<file path="config.mk">
export PLATFORM = sky130hd
export DESIGN_NAME = bus_arbiter
export DESIGN_NICKNAME = d
export VERILOG_FILES = /design/src/rtl/bus_arbiter.sv
export SDC_FILE = /design/constraint.sdc
export NUM_CORES = 1
export LEC_CHECK = 0
export CAP_MARGIN = 20
export CORE_AREA = 2 2 129 131
export DETAILED_ROUTE_END_ITERATION = 7
export DIE_AREA = 0 0 131 133
export GPL_TIMING_DRIVEN = 0
export MAX_ROUTING_LAYER = met4
export PLACE_DENSITY = 0.65
export SYNTH_ARGS = -nofsm -noshare
export SYNTH_HDL_FRONTEND = slang
export SYNTH_SLANG_ARGS = --single-unit
</file>
<file path="constraint.sdc">
create_clock -name clk -period 4.3 [get_ports clk]
set_input_delay 0.86 -clock clk [delete_from_list [all_inputs] [get_ports clk]]
set_output_delay 0.86 -clock clk [all_outputs]
set_load 0.02 [all_outputs]
</file>
<file path="src/rtl/bus_arbiter.sv">
// Four-master round-robin arbiter for the shared CPU memory bus.
// Optional starvation timeout is compiled in with `BUS_ARB_TIMEOUT_EN.
module bus_arbiter #(
  parameter int TIMEOUT_CYCLES = 16
) (
  input  logic         clk,
  input  logic         reset,
  input  logic [3:0]   req_,
  output logic [3:0]   grnt_,
  input  logic [119:0] m_addr,
  input  logic [3:0]   m_as_,
  input  logic [3:0]   m_rw,
  input  logic [127:0] m_wr_data,
  output logic [29:0]  s_addr,
  output logic         s_as_,
  output logic         s_rw,
  output logic [31:0]  s_wr_data,
  output logic         arb_timeout
);

  localparam logic ST_IDLE  = 1'b0;
  localparam logic ST_GRANT = 1'b1;

  if (TIMEOUT_CYCLES < 2 || TIMEOUT_CYCLES > 255) begin : g_bad_timeout
    $error("bus_arbiter: TIMEOUT_CYCLES must be in 2..255");
  end

  // Returns {found, index} of the first set bit after base, wrapping 3->0.
  function automatic logic [2:0] next_req(input logic [3:0] req, input logic [1:0] base);
    logic [1:0] idx;
    next_req = 3'b000;
    for (int i = 1; i <= 4; i++) begin
      idx = base + 2'(i);
      if (req[idx] && !next_req[2]) next_req = {1'b1, idx};
    end
  endfunction

  logic       state_q, state_d;
  logic [1:0] owner_q, owner_d;
  logic [1:0] last_q,  last_d;

  logic [3:0] req;
  logic [3:0] others;
  logic       owner_req;
  logic [2:0] pick_idle;
  logic [2:0] pick_rot;
  logic       timeout_hit;

`ifdef BUS_ARB_TIMEOUT_EN
  logic [7:0] cnt_q, cnt_d;
  logic       ato_q, ato_d;
  assign timeout_hit = (cnt_q == 8'(TIMEOUT_CYCLES - 1)) && owner_req && (|others);
  assign arb_timeout = ato_q;
`else
  assign timeout_hit = 1'b0;
  assign arb_timeout = 1'b0;
`endif

  // NOTE: every always_comb output gets a default first so no path leaves it unassigned (no latches).
  always_comb begin
    req       = ~req_;
    owner_req = req[owner_q];
    others    = req & ~(4'b0001 << owner_q);
    pick_idle = next_req(req, last_q);
    pick_rot  = next_req(others, owner_q);

    state_d = state_q;
    owner_d = owner_q;
    last_d  = last_q;

    case (state_q)
      ST_IDLE: begin
        if (pick_idle[2]) begin
          state_d = ST_GRANT;
          owner_d = pick_idle[1:0];
        end
      end
      default: begin
        // Release and timeout revocation hand over identically.
        if (!owner_req || timeout_hit) begin
          last_d = owner_q;
          if (pick_rot[2]) owner_d = pick_rot[1:0];
          else             state_d = ST_IDLE;
        end
      end
    endcase
  end

`ifdef BUS_ARB_TIMEOUT_EN
  always_comb begin
    ato_d = timeout_hit;
    if (state_q == ST_GRANT && state_d == ST_GRANT && owner_d == owner_q && (|others))
      cnt_d = cnt_q + 8'd1;
    else
      cnt_d = 8'd0;
  end
`endif

  always_comb begin
    grnt_     = 4'b1111;
    s_addr    = 30'd0;
    s_as_     = 1'b1;
    s_rw      = 1'b1;
    s_wr_data = 32'd0;
    if (state_q == ST_GRANT) begin
      grnt_[owner_q] = 1'b0;
      s_addr         = m_addr[30*int'(owner_q) +: 30];
      // A releasing owner must not strobe during its last cycle.
      s_as_          = m_as_[owner_q] | req_[owner_q];
      s_rw           = m_rw[owner_q];
      s_wr_data      = m_wr_data[32*int'(owner_q) +: 32];
    end
  end

  // NOTE: state registers use non-blocking assignments so all flops update together at the edge.
  always_ff @(posedge clk) begin
    if (reset) begin
      state_q <= ST_IDLE;
      owner_q <= 2'd0;
      last_q  <= 2'd3;
    end else begin
      state_q <= state_d;
      owner_q <= owner_d;
      last_q  <= last_d;
    end
  end

`ifdef BUS_ARB_TIMEOUT_EN
  always_ff @(posedge clk) begin
    if (reset) begin
      cnt_q <= 8'd0;
      ato_q <= 1'b0;
    end else begin
      cnt_q <= cnt_d;
      ato_q <= ato_d;
    end
  end
`endif

endmodule

</file>
==> metrics.txt, run 1 <==
Synth top area share 54.88%; syn nets between 500 and 600; CP max FO 10; CP Capture Type output port; CP delay by family, top buffers and inverters; Seq/Total Area, Yosys 3.752%; Final Max Slew Viols 0; synthesis-stage register bit count 5; Layout Skew roughly 0.0013 ns; later-pin clock latency in the skew report between 0.2 and 0.25 ns; ys flop type dfxtp_1; Hold Fails Final Rpt 0; final design utilization between 30% and 40%; DPL Wire Length ~13000 µm; Crit-path slowest cell buf_1; largest cells by area after synthesis mux4_2, and2_1, dfxtp_1, ha_1, mux2i_1; critical path startpoint category flip-flop; # DRC 0; asr flop ratio synth 0%; mean routed wirelength per cell 18.92 µm; Setup TNS 0 ns; vias in the first global route approximately 3900; std cell rows 47; Area Growth Syn to Fin 135.6%; ANT cells 0; max_cap viols 0; die area 17420 µm²; synthesized area per cell around 11 µm²; Synth Warn # 0; Post-DP Area ~6200 µm²; RSZ-0062 raised after global routing false; share of layout cells above drive strength 1 approximately 17%; total CTS buffers 3; DR iter-0 viols ~120; first-pass GRT wire length between 20000 and 25000 µm; Fillers 1554; Core ar. ~16000 µm²; Post-DRT Antenna Nets 0; detailed-route via count 3603; Final Non-Filler Cells 796; maximum clock insertion buffer count 2; Final min period between 3 and 4 ns; die width 131 µm; cell count of the worst reg-to-reg path 10; Unique masters post-synth 42; CTS Sinks 5; GP Congestion between 0.9 and 1; Yosys top cell by area mux4_2; Fmax achieved 253.9 MHz; Root Buffer clkbuf_16; final worst-path cycle share approximately 92%; Initial Util between 10% and 20%; largest net degree at the start of global routing 11; Max-Slew Margin vs Limit between 50% and 60%; Power Total around 2.5 mW; mapped cell area about 2700 µm²; Mapped Cells between 200 and 250; final WL approximately 15000 µm; Worst Path Arrival 3.08 ns; DRT Pass-1 Iters 4; Req. time, crit path ~3.4 ns; post-route cell area between 6000 and 7000 µm²; final worst-path setup slack between 0.3 and 0.4 ns; I/O Buffers 326; Stages on worst setup path 6; CP Cell Sequence clkbuf_1 > clkbuf_2 > buf_1 > mux4_2 > and2_1 > clkdlybuf4s50_1; CP Class reg2out; Hold Slack approximately 0.62 ns; Place WS 0.3203 ns; Critical path buffers and inverters 4; worst hold path type reg2reg; vias per inst between 4 and 5; placed cell count between 700 and 800; Pleak around 2.2 nW; Post-synth EDFFs 0; CTS H-tree lvls 1; I/O pins approximately 330; Hold Crit Depth 2; outcome completed; # setup viols final 0; Slowest Stage Delay on Critical Path between 0.5 and 0.6 ns; CTS tree done; Overflow after GRT 0; VDD IR max 0.0001734 V; die span in y between 100 and 150 µm; initial antenna violation count 0; Layout Nets 843; Least-Margin Pin Slew approximately 0.66 ns; Clock transition at path regs ~0.030 ns; All-Layer GR Usage 16.51%; P per Cell Area about 400 nW/µm²; Hold-fix buffers, CTS 0
==> state kept, by name, summed over array words and instances (netlist names) <==
register,cells
last_q,2
owner_q,2
state_q,1
==> final cells by class <==
type | instances | area [µm²] | area share, %
plain buffers | 30 | 163.9 | 2.607
clock buffers | 4 | 78.83 | 1.254
inverters | 7 | 26.28 | 0.4180
multi-input cells | 204 | 2379 | 37.84
flip-flops and latches | 5 | 100.1 | 1.592
well taps | 220 | 275.3 | 4.379
repair buffers | 326 | 3263 | 51.91
==> layout by cell type (no fill, tap or decap), types with 2 or more instances in the layout <==
| cell type | n |
|---|---|
| ha_1 | 4 |
| clkbuf_1 | 13 |
| nand2_1 | 10 |
| clkdlybuf4s50_1 | 326 |
| clkbuf_16 | 3 |
| nor3_1 | 6 |
| mux2i_1 | 5 |
| or2_2 | 2 |
| o211ai_1 | 2 |
| nor2_1 | 9 |
| mux2_2 | 2 |
| mux4_2 | 65 |
| a21oi_1 | 4 |
| buf_6 | 3 |
| a221oi_2 | 2 |
| a211oi_1 | 2 |
| buf_1 | 3 |
| and2_1 | 63 |
| or3_1 | 2 |
| inv_1 | 6 |
| a221oi_1 | 2 |
| buf_4 | 2 |
| buf_2 | 8 |
| o21ai_0 | 7 |
| dfxtp_1 | 5 |
==> power breakdown <==
part / switching, mW / leakage [nW] / internal, mW / total [mW]
Sequential: 0.0153 / 0.0416 / 0.0623 / 0.0776
Combinational: 1.03 / 2.13 / 1.27 / 2.30
Clock: 0.0330 / 0.0382 / 0.123 / 0.156
==> layer usage <==
metal	vias up	GRT usage (%)	part of all wire, %
li1	1629	-	-
met3	23	3.882	10
met4	0	3.901	2.1
met2	231	31.35	53
met1	1720	16.78	34
met5	-	-	0
==> kinds of logic (layout without fill, tap and decap cells) <==
kind of cell	Yosys count	in the layout	share of synthesized area (%)
AO/OA/AOI/OAI	26	26	7.223
AND/OR/NAND/NOR	100	100	21.81
flip-flops	5	5	3.752
buffers and inverters	37	367	7.082
multiplexers	73	73	58.11
adder cells (fa/ha/maj)	4	4	1.876
other	1	1	0.1406
==> worst min-delay path, delay by kind of cell (launching register included) <==
family	cells	cell delay (ns)
DFF	1	0.36
buffers and inverters	1	0.11
AOI/OAI and AO/OA	1	0.09
==> what timing repair did <==
action | in CTS | in global routing
gates resized for setup | 0 | 2
hold endpoints to repair | 0 | 0
setup endpoints to repair | 0 | 38
buffers inserted | 0 | 0
==> cell usage after synthesis (3+ instances only) <==
cell / instances
dfxtp_1: 5
nor2_1: 9
buf_1: 3
and2_1: 63
inv_1: 6
mux4_2: 65
ha_1: 4
buf_6: 3
nand2_1: 10
nor3_1: 6
mux2i_1: 5
o21ai_0: 7
buf_2: 8
clkbuf_1: 13
a21oi_1: 4
==> worst paths after layout <==
kind               from  slack (ns)    endpoint
max          owner_q[1]        0.36  s_addr[28]
min           last_q[0]        0.62   last_q[0]
max reg2reg  owner_q[0]        1.50  owner_q[1]
min reg2reg   last_q[0]        0.62   last_q[0]
(Power assumes the default switching activity.)
==> run 2: changes to the inputs <==
--- a/config.mk
+++ b/config.mk
@@ -10,7 +10,6 @@
 export DETAILED_ROUTE_END_ITERATION = 7
 export DIE_AREA = 0 0 131 133
 export GPL_TIMING_DRIVEN = 0
-export MAX_ROUTING_LAYER = met4
 export PLACE_DENSITY = 0.65
 export SYNTH_ARGS = -nofsm -noshare
 export SYNTH_HDL_FRONTEND = slang
==> run 2 against run 1 <==
  * Sequential power down 0.8%
  * Die area unchanged
  * Utilization is the same
  * Wire length fell by 2.1%
  * Fmax rose by 0.15%
  * Sequential share of layout area stayed put
  * Clock power about the same
  * Cell count is the same
  * Critical path type unchanged
  * Largest cell class unchanged
  * Largest power group unchanged
==> metrics.txt, run 2 (synthesis results as in run 1) <==
outcome completed; Hold-fix buffers, CTS 0 (unchanged); Psw 1.068 mW (-0.70%); Gate power share 90.9% (about the same); DRT Pass-1 Iters 4 (unchanged); biggest registers after layout last_q: 2 flops, owner_q: 2 flops, state_q: 1 flops; std cell rows 47 (unchanged); Pleak 2.206 nW (unchanged); later-pin clock latency in the skew report 0.23 ns (about the same); Setup TNS 0 ns (unchanged); DR iter-0 viols 130 (+11%); detailed-route via count 3566 (-1.0%); P per Cell Area 401.8 nW/µm² (-0.29%); internal power 1.458 mW (about the same); Clk pwr share 6.1% (about the same); Least-Margin Pin Slew 0.6547 ns (-0.01023 ns); I/O Buffers 326 (unchanged); Hold Fails Final Rpt 0 (unchanged); CTS H-tree lvls 1 (unchanged); RSZ-0062 raised after global routing false; largest net degree at the start of global routing 11 (unchanged); Final Max Slew Viols 0 (unchanged); CP Capture Type output port; Power Total 2.526 mW (-0.29%); maximum clock insertion buffer count 2 (unchanged); GP Congestion 0.9439 (-1.9%); die span in y 133 µm (unchanged); CP max FO 10 (unchanged); most frequent cells in the layout clkdlybuf4s50_1, mux4_2, and2_1; initial antenna violation count 0 (unchanged); Clock transition at path regs 0.03 ns (about the same); critical path startpoint category flip-flop; All-Layer GR Usage 15.90% (-0.61 points); final worst-path cycle share 91.45% (-0.14 points); share of layout cells above drive strength 1 16.67% (unchanged); CP Class reg2out; Place WS 0.2638 ns (-0.05649 ns); CTS resizes 0 (unchanged); total CTS buffers 3 (unchanged); CTS Sinks 5 (unchanged); final worst-path setup slack 0.3678 ns (+0.005987 ns); # setup viols final 0 (unchanged); most common cell after layout, fill and taps aside clkdlybuf4s50_1; setup repair bufs after CTS 0 (unchanged); first-pass GRT wire length 21570 µm (+0.16%); vias in the first global route 4007 (+3.2%); # DRC 0 (unchanged); Area Growth Syn to Fin 135.6% (unchanged); mean routed wirelength per cell 18.53 µm (-2.1%); Layout Nets 843 (unchanged); CTS tree done; Layout Skew 0.0002711 ns (-0.0009987 ns); Final min period 3.932 ns (-0.005987 ns); max_cap viols 0 (unchanged); Fillers 1567 (+0.84%); Worst Path Arrival 3.07 ns (about the same); Final Non-Filler Cells 796 (unchanged); Req. time, crit path 3.44 ns (about the same); Root Buffer clkbuf_16; Post-DRT Antenna Nets 0 (unchanged); Fmax achieved 254.3 MHz (+0.15%); die width 131 µm (unchanged); placed cell count 792 (unchanged); VDD IR max 0.0001753 V (+1.1%); Max-Slew Margin vs Limit 56.35% (+0.68 points); vias per inst 4.480 (-1.0%); switch share 42.28% (-0.18 points); ANT cells 0 (unchanged); Core ar. 16170 µm² (unchanged); die area 17420 µm² (unchanged); share of power burned in registers 3.0% (about the same); I/O pins 331 (unchanged); worst hold path type reg2reg; final WL 14750 µm (-2.1%); Initial Util 16.50% (unchanged); Overflow after GRT 0 (unchanged); DPL Wire Length 12850 µm (-1.3%)
## run 2: critical path: stages, from the launching register on
cell and delay (ns):
dfxtp_1 0.34, clkbuf_1 0.39, clkbuf_2 0.42, buf_1 0.55, mux4_2 0.40, and2_1 0.18
clkdlybuf4s50_1 0.55
## run 2: cell type report
type / instances / area [µm²] / share of cell area [%]
timing repair buffer: 326 / 3263 / 51.91
clock buffer: 4 / 78.83 / 1.254
inverter: 7 / 26.28 / 0.4180
multi-input combinational: 204 / 2379 / 37.84
tap: 220 / 275.3 / 4.379
sequential: 5 / 100.1 / 1.592
buffer: 30 / 163.9 / 2.607
## run 2: path summary, 6_finish.rpt
| check | from | to | slack, ns | cells past startpoint |
|---|---|---|---|---|
| setup / recovery | owner_q[1] | s_addr[25] | 0.37 | 6 |
| hold / removal | last_q[0] | last_q[0] | 0.63 | 2 |
| setup reg to reg | owner_q[0] | owner_q[1] | 1.51 | 10 |
| hold reg to reg | last_q[0] | last_q[0] | 0.63 | 2 |
## run 2: power groups by stage
| stage | Sequential (mW) | Combinational [mW] | Clock [mW] |
|---|---|---|---|
| detailed placement | 0.0773 | 2.32 | 0 |
| CTS | 0.0766 | 2.33 | 0.156 |
| global placement | 0.0766 | 2.29 | 0 |
| floorplan | 0.0736 | 1.42 | 0 |
| finish | 0.0770 | 2.30 | 0.154 |
| global route | 0.0792 | 2.46 | 0.160 |
## run 2: through the flow
step,utilization (%),cell area [µm²],hold WS (ns)
floorplan,-,2668,0.5737
global placement,38.38,6206,0.6190
detailed placement,38.38,6206,0.6230
CTS,38.86,6285,0.6301
global route,38.87,6286,0.6735
finish,38.87,6286,0.6274
## run 2: routing by layer
layer	share of wire, %	track usage, %
met2	53	31.15
met4	2.0	3.605
met1	34	16.63
met5	0	0
met3	11	3.922
